===== config.mk =====
export PLATFORM = sky130hd
export DESIGN_NAME = sequence_monitor
export DESIGN_NICKNAME = d
export VERILOG_FILES = /design/src/rtl/seqmon_pkg.sv /design/src/rtl/seq_lookup.sv /design/src/rtl/sequence_monitor.sv
export SDC_FILE = /design/constraint.sdc
export NUM_CORES = 1
export LEC_CHECK = 0
export ABC_AREA = 1
export CAP_MARGIN = 10
export CORE_UTILIZATION = 52
export CTS_CLUSTER_SIZE = 30
export DETAILED_ROUTE_END_ITERATION = 7
export HOLD_SLACK_MARGIN = 0.02
export MAX_ROUTING_LAYER = met4
export PLACE_DENSITY = 0.79
export SKIP_CTS_REPAIR_TIMING = 1
export SLEW_MARGIN = 20
export SYNTH_ARGS = -nofsm -noshare
export SYNTH_HDL_FRONTEND = slang
export SYNTH_SLANG_ARGS = --single-unit
export TNS_END_PERCENT = 20

===== constraint.sdc =====
create_clock -name clk -period 1.8 [get_ports clk]
set_input_delay 0.45 -clock clk [delete_from_list [all_inputs] [get_ports clk]]
set_output_delay 0.45 -clock clk [all_outputs]
set_load 0.005 [all_outputs]

===== src/rtl/seqmon_pkg.sv =====
// ============================================================================
// Module   : seqmon_pkg
// Brief    : Shared types and constants for the sequence monitor.
// Revision : 1.0 - initial release
// ============================================================================
`default_nettype none

package seqmon_pkg;

    localparam int DEF_WIDTH   = 4;
    localparam int DEF_SEQ_LEN = 8;

    // Expected counting order of sequence_counter; entries must be unique.
    localparam logic [DEF_WIDTH-1:0] SEQ_TABLE [DEF_SEQ_LEN] = '{
        4'd0, 4'd1, 4'd3, 4'd7, 4'd15, 4'd14, 4'd12, 4'd8
    };

    typedef enum logic [1:0] {
        SEARCH = 2'd0,
        TRACK  = 2'd1,
        LOCKED = 2'd2
    } state_t;

endpackage

`default_nettype wire


===== src/rtl/seq_lookup.sv =====
// ============================================================================
// Module   : seq_lookup
// Brief    : Combinational table search, count_in -> {hit, idx}, lowest index wins.
// Revision : 1.0 - initial release
// ============================================================================
`default_nettype none

module seq_lookup
    import seqmon_pkg::*;
#(
    parameter int WIDTH   = DEF_WIDTH,
    parameter int SEQ_LEN = DEF_SEQ_LEN,
    parameter int IDX_W   = (SEQ_LEN > 1) ? $clog2(SEQ_LEN) : 1
) (
    input  logic [WIDTH-1:0] count_in,
    output logic             hit,
    output logic [IDX_W-1:0] idx
);

    // Descending scan so the lowest matching index is the final assignment.
    always_comb begin
        hit = 1'b0;
        idx = '0;
        for (int i = SEQ_LEN - 1; i >= 0; i--) begin
            if (count_in == WIDTH'(SEQ_TABLE[i])) begin
                hit = 1'b1;
                idx = IDX_W'(i);
            end
        end
    end

endmodule

`default_nettype wire


===== src/rtl/sequence_monitor.sv =====
// ============================================================================
// Module   : sequence_monitor
// Brief    : Checks sequence_counter output against the expected order, locks,
//            flags mismatches, counts errors, pulses once per period.
//            Optional macro SEQMON_RESYNC_EN: re-acquire from the mismatching sample.
// Revision : 1.0 - initial release
// ============================================================================
`default_nettype none

module sequence_monitor
    import seqmon_pkg::*;
#(
    parameter int WIDTH    = DEF_WIDTH,
    parameter int SEQ_LEN  = DEF_SEQ_LEN,
    parameter int LOCK_CNT = 2,
    parameter int ERR_W    = 8
) (
    input  logic             clk,
    input  logic             reset,
    input  logic             in_valid,
    input  logic [WIDTH-1:0] count_in,
    output logic             locked,
    output logic             mismatch,
    output logic             period_done,
    output logic [ERR_W-1:0] err_count,
    output logic [WIDTH-1:0] exp_value
);

    localparam int IDX_W = (SEQ_LEN > 1) ? $clog2(SEQ_LEN) : 1;
    localparam int RUN_W = $clog2(LOCK_CNT + 1);
    localparam state_t ACQ_STATE = (LOCK_CNT == 1) ? LOCKED : TRACK;

    state_t             state, state_nx;
    logic [IDX_W-1:0]   ptr, ptr_nx;
    logic [RUN_W-1:0]   run, run_nx;
    logic               mis_nx, pd_nx, err_inc;
    logic               hit;
    logic [IDX_W-1:0]   hit_idx;
    logic [WIDTH-1:0]   cur_exp;

    seq_lookup #(
        .WIDTH   (WIDTH),
        .SEQ_LEN (SEQ_LEN),
        .IDX_W   (IDX_W)
    ) u_lookup (
        .count_in (count_in),
        .hit      (hit),
        .idx      (hit_idx)
    );

    function automatic logic [IDX_W-1:0] wrap_inc(input logic [IDX_W-1:0] p);
        return (p == IDX_W'(SEQ_LEN - 1)) ? '0 : p + 1'b1;
    endfunction

    assign cur_exp = WIDTH'(SEQ_TABLE[ptr]);

    always_comb begin
        state_nx = state;
        ptr_nx   = ptr;
        run_nx   = run;
        mis_nx   = 1'b0;
        pd_nx    = 1'b0;
        err_inc  = 1'b0;
        if (in_valid) begin
            if (state == SEARCH) begin
                if (hit) begin
                    ptr_nx   = wrap_inc(hit_idx);
                    run_nx   = RUN_W'(1);
                    state_nx = ACQ_STATE;
                end else begin
                    mis_nx  = 1'b1;
                    err_inc = 1'b1;
                end
            end else if (count_in == cur_exp) begin
                ptr_nx = wrap_inc(ptr);
                if (state == TRACK) begin
                    run_nx = run + 1'b1;
                    if (run + 1'b1 >= RUN_W'(LOCK_CNT))
                        state_nx = LOCKED;
                end else begin
                    pd_nx = (ptr == IDX_W'(SEQ_LEN - 1));
                end
            end else begin
                mis_nx   = 1'b1;
                err_inc  = 1'b1;
                run_nx   = '0;
                ptr_nx   = '0;
                state_nx = SEARCH;
`ifdef SEQMON_RESYNC_EN
                // The bad sample may itself be a valid table point; restart from it.
                if (hit) begin
                    ptr_nx   = wrap_inc(hit_idx);
                    run_nx   = RUN_W'(1);
                    state_nx = ACQ_STATE;
                end
`endif
            end
        end
    end

    always_ff @(posedge clk or negedge reset) begin
        if (!reset) begin
            state       <= SEARCH;
            ptr         <= '0;
            run         <= '0;
            mismatch    <= 1'b0;
            period_done <= 1'b0;
            err_count   <= '0;
        end else begin
            state       <= state_nx;
            ptr         <= ptr_nx;
            run         <= run_nx;
            mismatch    <= mis_nx;
            period_done <= pd_nx;
            if (err_inc && (err_count != '1))
                err_count <= err_count + 1'b1;
        end
    end

    assign locked    = (state == LOCKED);
    assign exp_value = (state == SEARCH) ? '0 : cur_exp;

endmodule

`default_nettype wire


After elaboration in Yosys (flattened, before gate mapping)
Memory sizes are Yosys's and may differ from the RTL's. Cells that the tools add are included.

Register bits: 17. Bits in read-only memories: 32. Input bits: 7. Output and inout bits: 15. Logic and storage cells: 76. Memories: 1.

Memory list: (name not given) (depth 8, width 4, rd ports 1, clocked after memory_dff 0, wr ports 0, RTL line sequence_monitor.sv:55) `assign cur_exp = WIDTH'(SEQ_TABLE[ptr]);`.

$add $sub $neg: 4. $lt $le $gt $ge: 2. Equality and inequality tests: 16. Muxes and demuxes: 40. Bitwise gates (word level): 1. Reduce and logical (&&, ||, !) cells: 6.

Operator list (count): $mux W3 (13); $eq A4 B4 Y1 const B (4); $mux W1 (16); $mux W2 (8); $mux W4 (3); $add A8 B1 Y8 const B (1); $ne A8 B8 Y1 const B (1); $add A3 B1 Y3 const B (2); $eq A3 B3 Y1 const B (2); $ne A3 B1 Y1 const B (2); $eq A4 B1 Y1 const B (1); $eq A4 B2 Y1 const B (1); $eq A4 B3 Y1 const B (1); $eq A4 B4 Y1 (1); $ge A4 B4 Y1 const B (1); $logic_not A4 Y1 (1); $not A3 Y4 (1); $reduce_and A4 Y1 (1); $reduce_and A3 Y1 (1); $add A2 B1 Y2 const B (1); $eq A2 B1 Y1 const B (1); $eq A2 B2 Y1 const B (1); $ge A2 B2 Y1 const B (1); $logic_not A2 Y1 (1); other kinds (3) (3).

Longest topological paths before layout
Gate-level depths: netlist (run 1).

Word-level depth: 13. Gate-level depth with buffers: 13. Depth with buffers taken out: 13.

Modules after synthesis
A second synthesis (run 1) with hierarchy kept.

Cell total of the unflattened synthesis: 173. Area, all modules: 1277.5 um2.

Modules (own cells, without submodules): sequence_monitor (times used 1, cells each 152, area each 1186.1 um2); seq_lookup (times used 1, cells each 21, area each 91.3 um2).

Least setup slack after synthesis (run 1)
No wires, ideal clock.

Kind: register to register. Start: reg ptr[1]. End: reg state[1]. Setup time: 0.117 ns. Data arrival time: 1.509 ns. Data required time: 1.683 ns. Slack: 0.175 ns. Stages on the path, launching flop included: 13. Buffers on the path: 0. Path through: dfrtp_1 -> inv_1 -> ha_1 -> inv_1 -> nand2_4 -> nand3_1 -> nand3_2 -> nor2_4 -> nand2_1 -> nand2_1 -> inv_1 -> nand2_1 -> nand2_1.

Cells in the longest elaborated chain, start to end: 7. Elaborated cells between the ends (all ways): 10. Classes of those cells: 3 x eq/ne; 4 x mux; 1 x bitwise; 1 x reduce/logical; 1 x memory.

Ends and longest elaborated chain: start: declaration (RTL line sequence_monitor.sv:34) `logic [IDX_W-1:0] ptr, ptr_nx;`; start signal: assignment (RTL line sequence_monitor.sv:111) `ptr <= ptr_nx;`; $not A3 Y4 (not written as such) (*) (RTL line sequence_monitor.sv:55); $mem_v2 Z8 W4 (*); $mux W4 (not written as such) (*) (2 in series) (RTL line sequence_monitor.sv:55); $eq A4 B4 Y1 (*) (RTL line sequence_monitor.sv:74) `end else if (count_in == cur_exp) begin`; $ne A3 B1 Y1 (no line) or $mux W2 (tied branches); $reduce_and A4 Y1 (no line) or $mux W2 (tied branches); end signal: assignment (RTL line sequence_monitor.sv:110) `state <= state_nx;`; end: declaration (RTL line sequence_monitor.sv:33) `state_t state, state_nx;`.

Every way passes the cells marked *; elsewhere a longest branch is shown, timed or not. The select of a mux whose other input is x is not followed. A chain may end at the register's enable or synchronous reset.

Worst setup path in the final report (run 1)
Start: reg ptr[0]. End: reg run[0].

Cells in the longest elaborated chain, start to end: 7. Elaborated cells between the ends (all ways): 9. Classes of those cells: 2 x eq/ne; 4 x mux; 1 x bitwise; 1 x reduce/logical; 1 x memory.

Ends and longest elaborated chain: $not A3 Y4 (not written as such) (*) (RTL line sequence_monitor.sv:55); $mem_v2 Z8 W4 (*); $mux W4 (not written as such) (*) (2 in series) (RTL line sequence_monitor.sv:55); $eq A4 B4 Y1 (*) (RTL line sequence_monitor.sv:74); $ne A3 B1 Y1 (no line) or $mux W2 (tied branches); $reduce_and A3 Y1 (no line) or $mux W2 (tied branches); end signal: assignment (RTL line sequence_monitor.sv:112) `run <= run_nx;`; end: declaration (RTL line sequence_monitor.sv:35) `logic [RUN_W-1:0] run, run_nx;`.

Marked as above.

==> impl_metrics.env, run 1 <==
export IMPL_drtIter0Drc=22
export IMPL_required_ps=1990
export IMPL_place_area_um2=1640
export IMPL_slew_violations=0
export IMPL_die_h_um=50.8
export IMPL_fin_tns_setup_ps=-444
export IMPL_coreArea_um2=2230
export IMPL_area_growth_pct=45.1
export IMPL_fmax_mhz=538
export IMPL_ios=22
export IMPL_setup_worst_path_class="reg2reg"
export IMPL_grt_usage_pct=26.8
export IMPL_synth_top_area_cell="dfrtp_1"
export IMPL_syn_inst=165
export IMPL_cts_root_buf="clkbuf_4"
export IMPL_dieArea_um2=2580
export IMPL_htreeDepth=1
export IMPL_nFillCells=149
export IMPL_clkSlewWorstSetupHoldPaths_ps=100
export IMPL_power_density_nw_per_um2=1370
export IMPL_via_per_inst=5.23
export IMPL_wl_per_cell_um=13.5
export IMPL_insertion_delay_ps=300
export IMPL_drc=0
export IMPL_synth_top_area_share_pct=34.4
export IMPL_ys_ff_latch=17
export IMPL_timing_slew_headroom_pct=80.9
export IMPL_fin_nets=237
export IMPL_cts_tree="yes"
export IMPL_cap_violations=0
export IMPL_syn_avg_cell_area_um2=7.49
export IMPL_syn_nets=180
export IMPL_cts_num_sinks=17
export IMPL_gp_congestion=0.766
export IMPL_numCtsBuffers=3
export IMPL_leakage_nw=0.963
export IMPL_dr_pass1_iters=4
export IMPL_finalHoldViolations=0
export IMPL_hold_path_class="in2async"
export IMPL_grt_pass1_wl_um=4960
export IMPL_clock_skew_ps=6.48
export IMPL_design_area_um2=1790
export IMPL_final_antenna_net_count=0
export IMPL_cp_end_kind="flop"
export IMPL_ys_types=25
export IMPL_grt_pass1_vias=1228
export IMPL_yosysWarnings=0
export IMPL_port_buffers=21
export IMPL_vdd_drop_max_mv=0.967
export IMPL_antenna_found_initial=0
export IMPL_worstPathArrival_ps=2050
export IMPL_via_count=1302
export IMPL_antenna_cells=0
export IMPL_grt_ovfl_total=0
export IMPL_die_x_um=50.8
export IMPL_start_util_pct=55.4
export IMPL_final_cells=249
export IMPL_dp_hpwl_um=2320
export IMPL_dpl_cell_count=237
export IMPL_drt_wl_total_um=3360
export IMPL_finalCriticalPeriod_ps=1860
export IMPL_rrSetupSlack_ps=-60
export IMPL_cp_max_fo=5
export IMPL_status="finished, violations left"
export IMPL_grt_max_degree=18
export IMPL_cp_start_kind="flop"
export IMPL_setup_viol=16
export IMPL_min_period_over_period_pct=103
export IMPL_num_rows=17
export IMPL_worst_pin_slew_ps=286
export IMPL_worst_slack_ps=-58.5
export IMPL_syn_area_um2=1240
export IMPL_clk_path_buf_depth=2
export IMPL_violations="negative setup slack"
export IMPL_grt_setup_unrepaired="yes"
export IMPL_seq_area_frac_synth_pct=34.4
export IMPL_drive_gt1_share_pct=32.1
export IMPL_synthTopCellsByArea="dfrtp_1 34%, nand2_1 15%, ha_1 8.1%, inv_1 6.4%, xnor2_1 5.0%"
[state kept, by name, indices dropped and copies added (netlist names)]
| name | cells |
|---|---|
| mismatch | 1 |
| run | 2 |
| ptr | 3 |
| period_done | 1 |
| err_count | 8 |
| state | 2 |
[cells in the final DEF, fill, tap and decap left out]
master / instances
o21ai_2: 2
nand2_4: 2
nor2_4: 2
nand3_4: 2
inv_1: 17
a21oi_1: 9
ha_1: 7
buf_4: 30
nand3_1: 12
a21oi_2: 1
buf_6: 2
o21ai_1: 5
nand3_2: 1
clkbuf_4: 3
dlymetal6s2s_1: 6
nand4_1: 3
a22oi_1: 1
inv_2: 4
buf_2: 2
o21ai_0: 2
dfrtp_2: 3
clkbuf_1: 1
nor2_1: 11
inv_4: 2
dfrtp_1: 14
xor2_1: 1
nor3_1: 1
a21o_1: 1
xnor2_1: 7
nand2_2: 12
nand2_1: 40
clkbuf_2: 1
ha_4: 1
nor3_2: 1
clkdlybuf4s50_1: 12
[per-layer routing]
layer	up-vias	GRT usage, %	wire length (um)
met2	37	51.3	1780
met1	616	27.3	1350
li1	638	-	-
met4	0	10.6	82
met3	11	3.03	139
met5	-	-	0
[cell families (layout without fill, tap and decap cells)]
kind of cell    count (synthesis)  count (layout)  share of synthesized area (%)
simple gates                   86              87                           33.0
fa+ha+maj                       8               8                           8.10
buf+inv                        25              80                           9.31
compound gates                 21              21                           9.51
flops                          17              17                           34.4
xor+xnor                        8               8                           5.67
[Yosys cell counts]
cell	number
nand2_4	2
a22oi_1	1
o21ai_0	2
nand2_1	48
buf_6	1
nor3_1	2
o21ai_2	2
inv_4	1
inv_1	21
inv_2	1
nor2_1	11
dfrtp_1	17
a21o_1	1
nand4_1	3
xnor2_1	7
nand3_2	1
nand3_1	12
xor2_1	1
o21ai_1	5
nand3_4	1
nand2_2	4
buf_8	1
ha_1	8
a21oi_1	10
nor2_4	2
[through the flow]
step / power [mW] / setup WS (ps) / hold slack, ps / util (%)
2_1_floorplan: 1.40 / 175 / 154 / -
3_3_place_gp: 1.94 / -268 / 487 / 73.6
3_5_place_dp: 2.02 / -383 / 501 / 73.6
4_1_cts: 2.24 / -426 / 462 / 74.7
5_1_grt: 2.65 / -167 / 480 / 80.3
6_report: 2.45 / -58.5 / 466 / 80.3
[cell type report]
class | count | area, um2 | share of cell area, %
Multi-Input combinational cell | 124 | 754 | 42.1
Timing Repair Buffer | 53 | 458 | 25.5
Sequential cell | 17 | 429 | 23.9
Inverter | 23 | 91.3 | 5.09
Tap cell | 28 | 35.0 | 1.95
Clock buffer | 4 | 26.3 | 1.46
[worst paths after layout]
kind | startpoint | end | depth (start not counted)
hold / removal | reset | err_count[5] | 2
min in group clk | run[1] | run[1] | 2
max in group asynchronous | reset | ptr[0] | 2
setup reg to reg | ptr[0] | run[0] | 13
hold reg to reg | run[1] | run[1] | 2
setup / recovery | ptr[0] | run[0] | 13
[power by group]
group | total, mW | internal (mW) | leakage (nW) | switching [mW]
logic | 1.58 | 0.792 | 0.732 | 0.788
clock network | 0.211 | 0.0865 | 0.0150 | 0.125
registers | 0.664 | 0.504 | 0.215 | 0.160
total | 2.45 | 1.38 | 0.963 | 1.07
[critical path, stage by stage, from the launching register on]
cell     delay [ps]
dfrtp_2         440
buf_4           130
ha_1            210
buf_4           140
inv_1            40
nand2_1          50
nand3_1          80
nand2_1          60
nand2_1         100
nor2_4           80
buf_4           140
a21o_1          180
nand2_2          50
nand2_1          50
(Power assumes the default switching activity.)
==> run 2: changes to the inputs <==
SYNTH_HIERARCHICAL = 1   (was default)
==> run 2 against run 1 <==
The flow still finishes with violations (negative setup slack). Clock-buffer cell count fell by 1. Register-to-register slack is essentially flat. Flip-flop and latch count stayed put. Critical path depth decreased by 7. Combinational power increased by 4%. Worst hold slack gained 13 ps. Global-route usage decreased by 1.0 points. Critical endpoint is now exp_value[2].
==> impl_metrics.env, run 2 <==
export IMPL_status="finished, violations left"
export IMPL_violations="negative setup slack"
export IMPL_ys_types=26
export IMPL_grt_ovfl_total=0
export IMPL_power_mw=2.53
export IMPL_nFillCells=167
export IMPL_vdd_drop_max_mv=0.911
export IMPL_fin_nets=239
export IMPL_crit_buf_inv=3
export IMPL_required_ps=1350
export IMPL_yosys_top_cells_count="54 x nand2_1, 21 x inv_1, 17 x dfrtp_1, 15 x nor2_1, 10 x nand3_1"
export IMPL_setup_worst_path_class="reg2out"
export IMPL_reg_top3="err_count x8, ptr x3"
export IMPL_cts_root_buf="clkbuf_4"
export IMPL_grt_pass1_wl_um=4870
export IMPL_port_buffers=21
export IMPL_dr_pass1_iters=5
export IMPL_mostFrequentLayoutCell="nand2_1"
export IMPL_die_x_um=51.6
export IMPL_synth_xor_area_share_pct=3.43
export IMPL_ys_ff_latch=17
export IMPL_path_delay_family="flip-flops"
export IMPL_cp_max_fo=4
export IMPL_coreArea_um2=2250
export IMPL_dp_worst_setup_slack_ps=-340
export IMPL_drc=0
export IMPL_worst_slack_ps=-69.2
export IMPL_largest_reg_flops=8
export IMPL_dpl_cell_count=241
export IMPL_wl_per_cell_um=13.1
export IMPL_gp_congestion=0.790
export IMPL_drtIter0Drc=19
export IMPL_yosysWarnings=6
export IMPL_slew_violations=0
export IMPL_dieArea_um2=2660
export IMPL_setup_viol=9
export IMPL_drive_gt1_share_pct=31.8
export IMPL_final_cells=251
export IMPL_final_antenna_net_count=0
export IMPL_syn_inst=173
export IMPL_num_rows=17
export IMPL_synthTopCellsByArea="dfrtp_1 33%, nand2_1 16%, ha_1 7.8%, inv_1 6.2%, nand2_2 4.4%"
export IMPL_die_h_um=51.6
export IMPL_final_cell_mix="53 x nand2_1, 23 x buf_4, 18 x inv_1"
export IMPL_clkSlewWorstSetupHoldPaths_ps=100
export IMPL_cpMostUsedCell="buf_6"
export IMPL_synth_top_area_share_pct=33.3
export IMPL_critPathSlowestCell="dfrtp_2"
export IMPL_yosysMostFrequentCell="nand2_1"
export IMPL_synthFlopType="dfrtp_1"
export IMPL_antenna_found_initial=0
export IMPL_fin_tns_setup_ps=-318
export IMPL_muxShareOfSynthArea_pct=0
export IMPL_cp_start_kind="flop"
export IMPL_drt_wl_total_um=3280
export IMPL_min_period_over_period_pct=104
export IMPL_syn_avg_cell_area_um2=7.38
export IMPL_path_cells="buf_6, ha_2, inv_2, nand2_2, and3_4, buf_6"
export IMPL_ios=22
export IMPL_clock_skew_ps=4.06
export IMPL_grt_setup_unrepaired="yes"
export IMPL_hold_path_class="in2async"
export IMPL_grt_use_met3_pct=1.75
export IMPL_insertion_delay_ps=290
export IMPL_clk_path_buf_depth=2
export IMPL_syn_area_um2=1280
export IMPL_synthArstFlopShare_pct=100
export IMPL_fmax_mhz=535
export IMPL_synth_compound_area_share_pct=6.86
export IMPL_grt_usage_pct=25.7
export IMPL_whs_ps=479
export IMPL_leakage_nw=0.995
export IMPL_grtUsageMet2_pct=52.8
export IMPL_met1_usage_pct=23.1
export IMPL_cts_num_sinks=17
export IMPL_syn_nets=188
export IMPL_timing_slew_headroom_pct=84.5
export IMPL_synthAdderAreaFrac_pct=7.84
export IMPL_seq_area_frac_synth_pct=33.3
export IMPL_via_count=1284
export IMPL_regMostFlops="err_count"
export IMPL_yosys_area_share_simple_pct=40.4
export IMPL_cap_violations=0
export IMPL_cp_end_kind="output pin"
export IMPL_dp_hpwl_um=2400
export IMPL_finalHoldViolations=0
export IMPL_start_util_pct=56.7
export IMPL_grt_pass1_vias=1274
export IMPL_power_density_nw_per_um2=1410
export IMPL_cpPeakStageDelay_ps=460
export IMPL_synth_edf_count=0
export IMPL_busiest_layer="met2"
export IMPL_area_growth_pct=40.5
export IMPL_cts_tree="yes"
export IMPL_worstPathArrival_ps=1420
export IMPL_antenna_cells=0
export IMPL_finalCriticalPeriod_ps=1870
export IMPL_grt_max_degree=18
export IMPL_numCtsBuffers=3
export IMPL_htreeDepth=1
export IMPL_worst_pin_slew_ps=232
export IMPL_via_per_inst=5.12
export IMPL_synth_top_family_by_area="simple AND/OR/NAND/NOR gates"
export IMPL_synth_top_area_cell="dfrtp_1"
-- run 2: cell count changes in the layout (fill, tap and decap cells not counted), moves of 3 or more --
| cell | previous run | this run |
|---|---|---|
| xnor2_1 | 7 | 4 |
| buf_4 | 30 | 23 |
| a21oi_2 | 1 | 4 |
| nand2_1 | 40 | 53 |
| nor2_1 | 11 | 15 |
| a21oi_1 | 9 | 3 |
-- run 2: final timing paths --
path                              start           end  slack (ps)  cells after the start
setup reg to reg                 ptr[1]  err_count[1]         -60                     13
max in group asynchronous         reset        ptr[1]        1110                      2
hold / removal                    reset      state[0]         480                      2
hold reg to reg            err_count[5]  err_count[5]         520                      2
min in group clk           err_count[5]  err_count[5]         520                      2
setup / recovery                 ptr[1]  exp_value[2]         -70                      6
-- run 2: layer usage --
metal	vias to the layer above	routed length, um
met1	599	1210
met2	33	1900
met5	-	0
met3	9	75
li1	643	-
met4	0	91
-- run 2: cell type report --
class | instances | area, um2 | area share [%]
Timing Repair Buffer | 46 | 419 | 23.3
Sequential cell | 17 | 429 | 23.9
Clock buffer | 3 | 22.5 | 1.25
Inverter | 27 | 108 | 5.99
Clock inverter | 1 | 5.00 | 0.279
Tap cell | 28 | 35.0 | 1.95
Multi-Input combinational cell | 129 | 777 | 43.3
-- run 2: kinds of logic (layout without fill, tap and decap cells) --
family | after synthesis | count (layout)
buf+inv | 27 | 77
fa+ha+maj | 8 | 8
compound gates | 14 | 14
flops | 17 | 17
xor+xnor | 5 | 5
simple gates | 102 | 102
-- run 2: worst register-to-register path, delay by kind of cell (launching register included) --
kind | cells | cell delay (ps)
buf+inv | 4 | 380
simple gates | 8 | 740
fa+ha+maj | 1 | 170
flops | 1 | 460
-- run 2: metrics by stage --
step	cell area, um2	util (%)
floorplan	1280	-
global placement	1670	73.9
detailed placement	1670	73.9
CTS	1690	75.1
global route	1800	79.6
finish	1800	79.6
-- run 2: report_power, final --
group | internal (mW) | switching (mW) | total [mW]
clock network | 0.0828 | 0.124 | 0.206
registers | 0.514 | 0.161 | 0.675
logic | 0.805 | 0.845 | 1.65
total | 1.40 | 1.13 | 2.53
==> run 3: changes to the inputs <==
CORE_MARGIN = 2   (was default)
==> run 3 against run 2 <==
The flow still finishes with violations (negative setup slack). Sequential power up 0.9%. First-iteration DRC count up 11%. Final area up 0.14%. Non-clock buffer count unchanged. Worst setup slack worse by 6.9 ps. Via count down 4.2%. Power down 0.37%. Critical path depth unchanged. Register-to-register slack about the same. Global-route usage down 0.51 points. Largest cell class unchanged.
==> impl_metrics.env, run 3 (same netlist as run 2, synthesis figures left out) <==
export IMPL_p_sw_mw=1.11
export IMPL_area_growth_pct=40.7
export IMPL_path_cells="buf_6, ha_4, inv_2, nand2_2, and3_4, buf_6"
export IMPL_final_cells=251
export IMPL_pwr_share_comb_pct=64.4
export IMPL_worstPathArrival_ps=1430
export IMPL_fmax_mhz=533
export IMPL_cpPeakStageDelay_ps=460
export IMPL_drt_wl_total_um=3120
export IMPL_p_int_mw=1.41
export IMPL_setup_worst_path_class="reg2out"
export IMPL_final_antenna_net_count=0
export IMPL_largest_reg_flops=8
export IMPL_final_cell_mix="52 x nand2_1, 23 x buf_4, 17 x inv_1"
export IMPL_fin_nets=239
export IMPL_start_util_pct=56.1
export IMPL_wl_per_cell_um=12.4
export IMPL_grt_usage_pct=25.2
export IMPL_numCtsBuffers=3
export IMPL_clkSlewWorstSetupHoldPaths_ps=120
export IMPL_clock_skew_ps=21.1
export IMPL_fin_util_pct=79.0
export IMPL_cap_violations=0
export IMPL_cp_end_kind="output pin"
export IMPL_cts_num_sinks=17
export IMPL_finalHoldViolations=0
export IMPL_ios=22
export IMPL_clk_path_buf_depth=2
export IMPL_p_clk_share_pct=8.6
export IMPL_via_per_inst=4.90
export IMPL_status="finished, violations left"
export IMPL_hold_path_class="in2async"
export IMPL_critPathSlowestCell="dfrtp_2"
export IMPL_insertion_delay_ps=310
export IMPL_dpl_cell_count=242
export IMPL_num_rows=17
export IMPL_die_h_um=53.6
export IMPL_slew_violations=0
export IMPL_antenna_found_initial=0
export IMPL_grt_max_degree=18
export IMPL_grt_pass1_vias=1222
export IMPL_power_density_nw_per_um2=1400
export IMPL_violations="negative setup slack"
export IMPL_cpMostUsedCell="buf_6"
export IMPL_p_sw_share_pct=44.2
export IMPL_reg_top3="err_count x8, ptr x3"
export IMPL_gp_congestion=0.813
export IMPL_worst_slack_ps=-76.1
export IMPL_whs_ps=444
export IMPL_dp_worst_setup_slack_ps=-449
export IMPL_die_x_um=53.6
export IMPL_port_buffers=21
export IMPL_vdd_drop_max_mv=0.970
export IMPL_timing_slew_headroom_pct=85.2
export IMPL_place_area_um2=1670
export IMPL_dieArea_um2=2870
export IMPL_antenna_cells=0
export IMPL_design_area_um2=1800
export IMPL_via_count=1230
export IMPL_required_ps=1350
export IMPL_grt_pass1_wl_um=5050
export IMPL_drc=0
export IMPL_cp_start_kind="flop"
export IMPL_grt_ovfl_total=0
export IMPL_seq_power_share_pct=27.0
export IMPL_leakage_nw=0.979
export IMPL_grt_setup_unrepaired="yes"
export IMPL_drtIter0Drc=21
export IMPL_regMostFlops="err_count"
export IMPL_cp_max_fo=4
export IMPL_cts_root_buf="clkbuf_4"
export IMPL_dp_hpwl_um=2350
export IMPL_mostFrequentLayoutCell="nand2_1"
export IMPL_coreArea_um2=2280
export IMPL_nFillCells=165
export IMPL_min_period_over_period_pct=104
export IMPL_worst_pin_slew_ps=223
export IMPL_htreeDepth=1
export IMPL_dr_pass1_iters=4
export IMPL_setup_viol=12
export IMPL_cts_tree="yes"
export IMPL_drive_gt1_share_pct=33.2
export IMPL_finalCriticalPeriod_ps=1880
-- run 3: through the flow --
stage,power (mW),setup TNS (ps)
final,2.52,-452
after global routing,2.73,-2130
after CTS,2.35,-1690
after detailed placement,2.12,-5210
after global placement,2.06,-3660
after floorplan,1.49,0
-- run 3: area by class of cell --
| cell class | count | area (um2) | area share [%] |
|---|---|---|---|
| Timing Repair Buffer | 46 | 417 | 23.2 |
| Clock inverter | 1 | 5.00 | 0.278 |
| Multi-Input combinational cell | 129 | 782 | 43.5 |
| Inverter | 27 | 106 | 5.92 |
| Clock buffer | 3 | 22.5 | 1.25 |
| Sequential cell | 17 | 430 | 23.9 |
| Tap cell | 28 | 35.0 | 1.95 |
-- run 3: critical path: cells and delay by family (launching register included) --
| family | cells | cell delay [ps] |
|---|---|---|
| buf+inv | 3 | 290 |
| fa+ha+maj | 1 | 150 |
| simple gates | 2 | 210 |
| flops | 1 | 460 |
-- run 3: final timing paths --
path	slack (ps)	from	to	cells after the start
max	-80	ptr[1]	exp_value[2]	6
min in group clk	530	run[1]	run[1]	2
max in group asynchronous	1130	reset	ptr[0]	2
min reg2reg	530	run[1]	run[1]	2
max reg2reg	-60	ptr[1]	err_count[1]	13
min	440	reset	run[1]	2
-- run 3: power groups by stage --
stage	registers [mW]	logic (mW)	clock network (mW)
after detailed placement	0.672	1.45	0
after CTS	0.664	1.46	0.221
after global routing	0.699	1.79	0.232
after floorplan	0.651	0.835	0
after global placement	0.661	1.40	0
final	0.681	1.62	0.217
-- run 3: per-layer routing --
metal / wire length [um] / vias to the layer above / global-route usage [%]
met5: 0 / - / -
met1: 1340 / 559 / 28.3
met4: 24 / 0 / 6.84
met3: 122 / 2 / 4.44
met2: 1630 / 29 / 45.9
li1: - / 640 / -
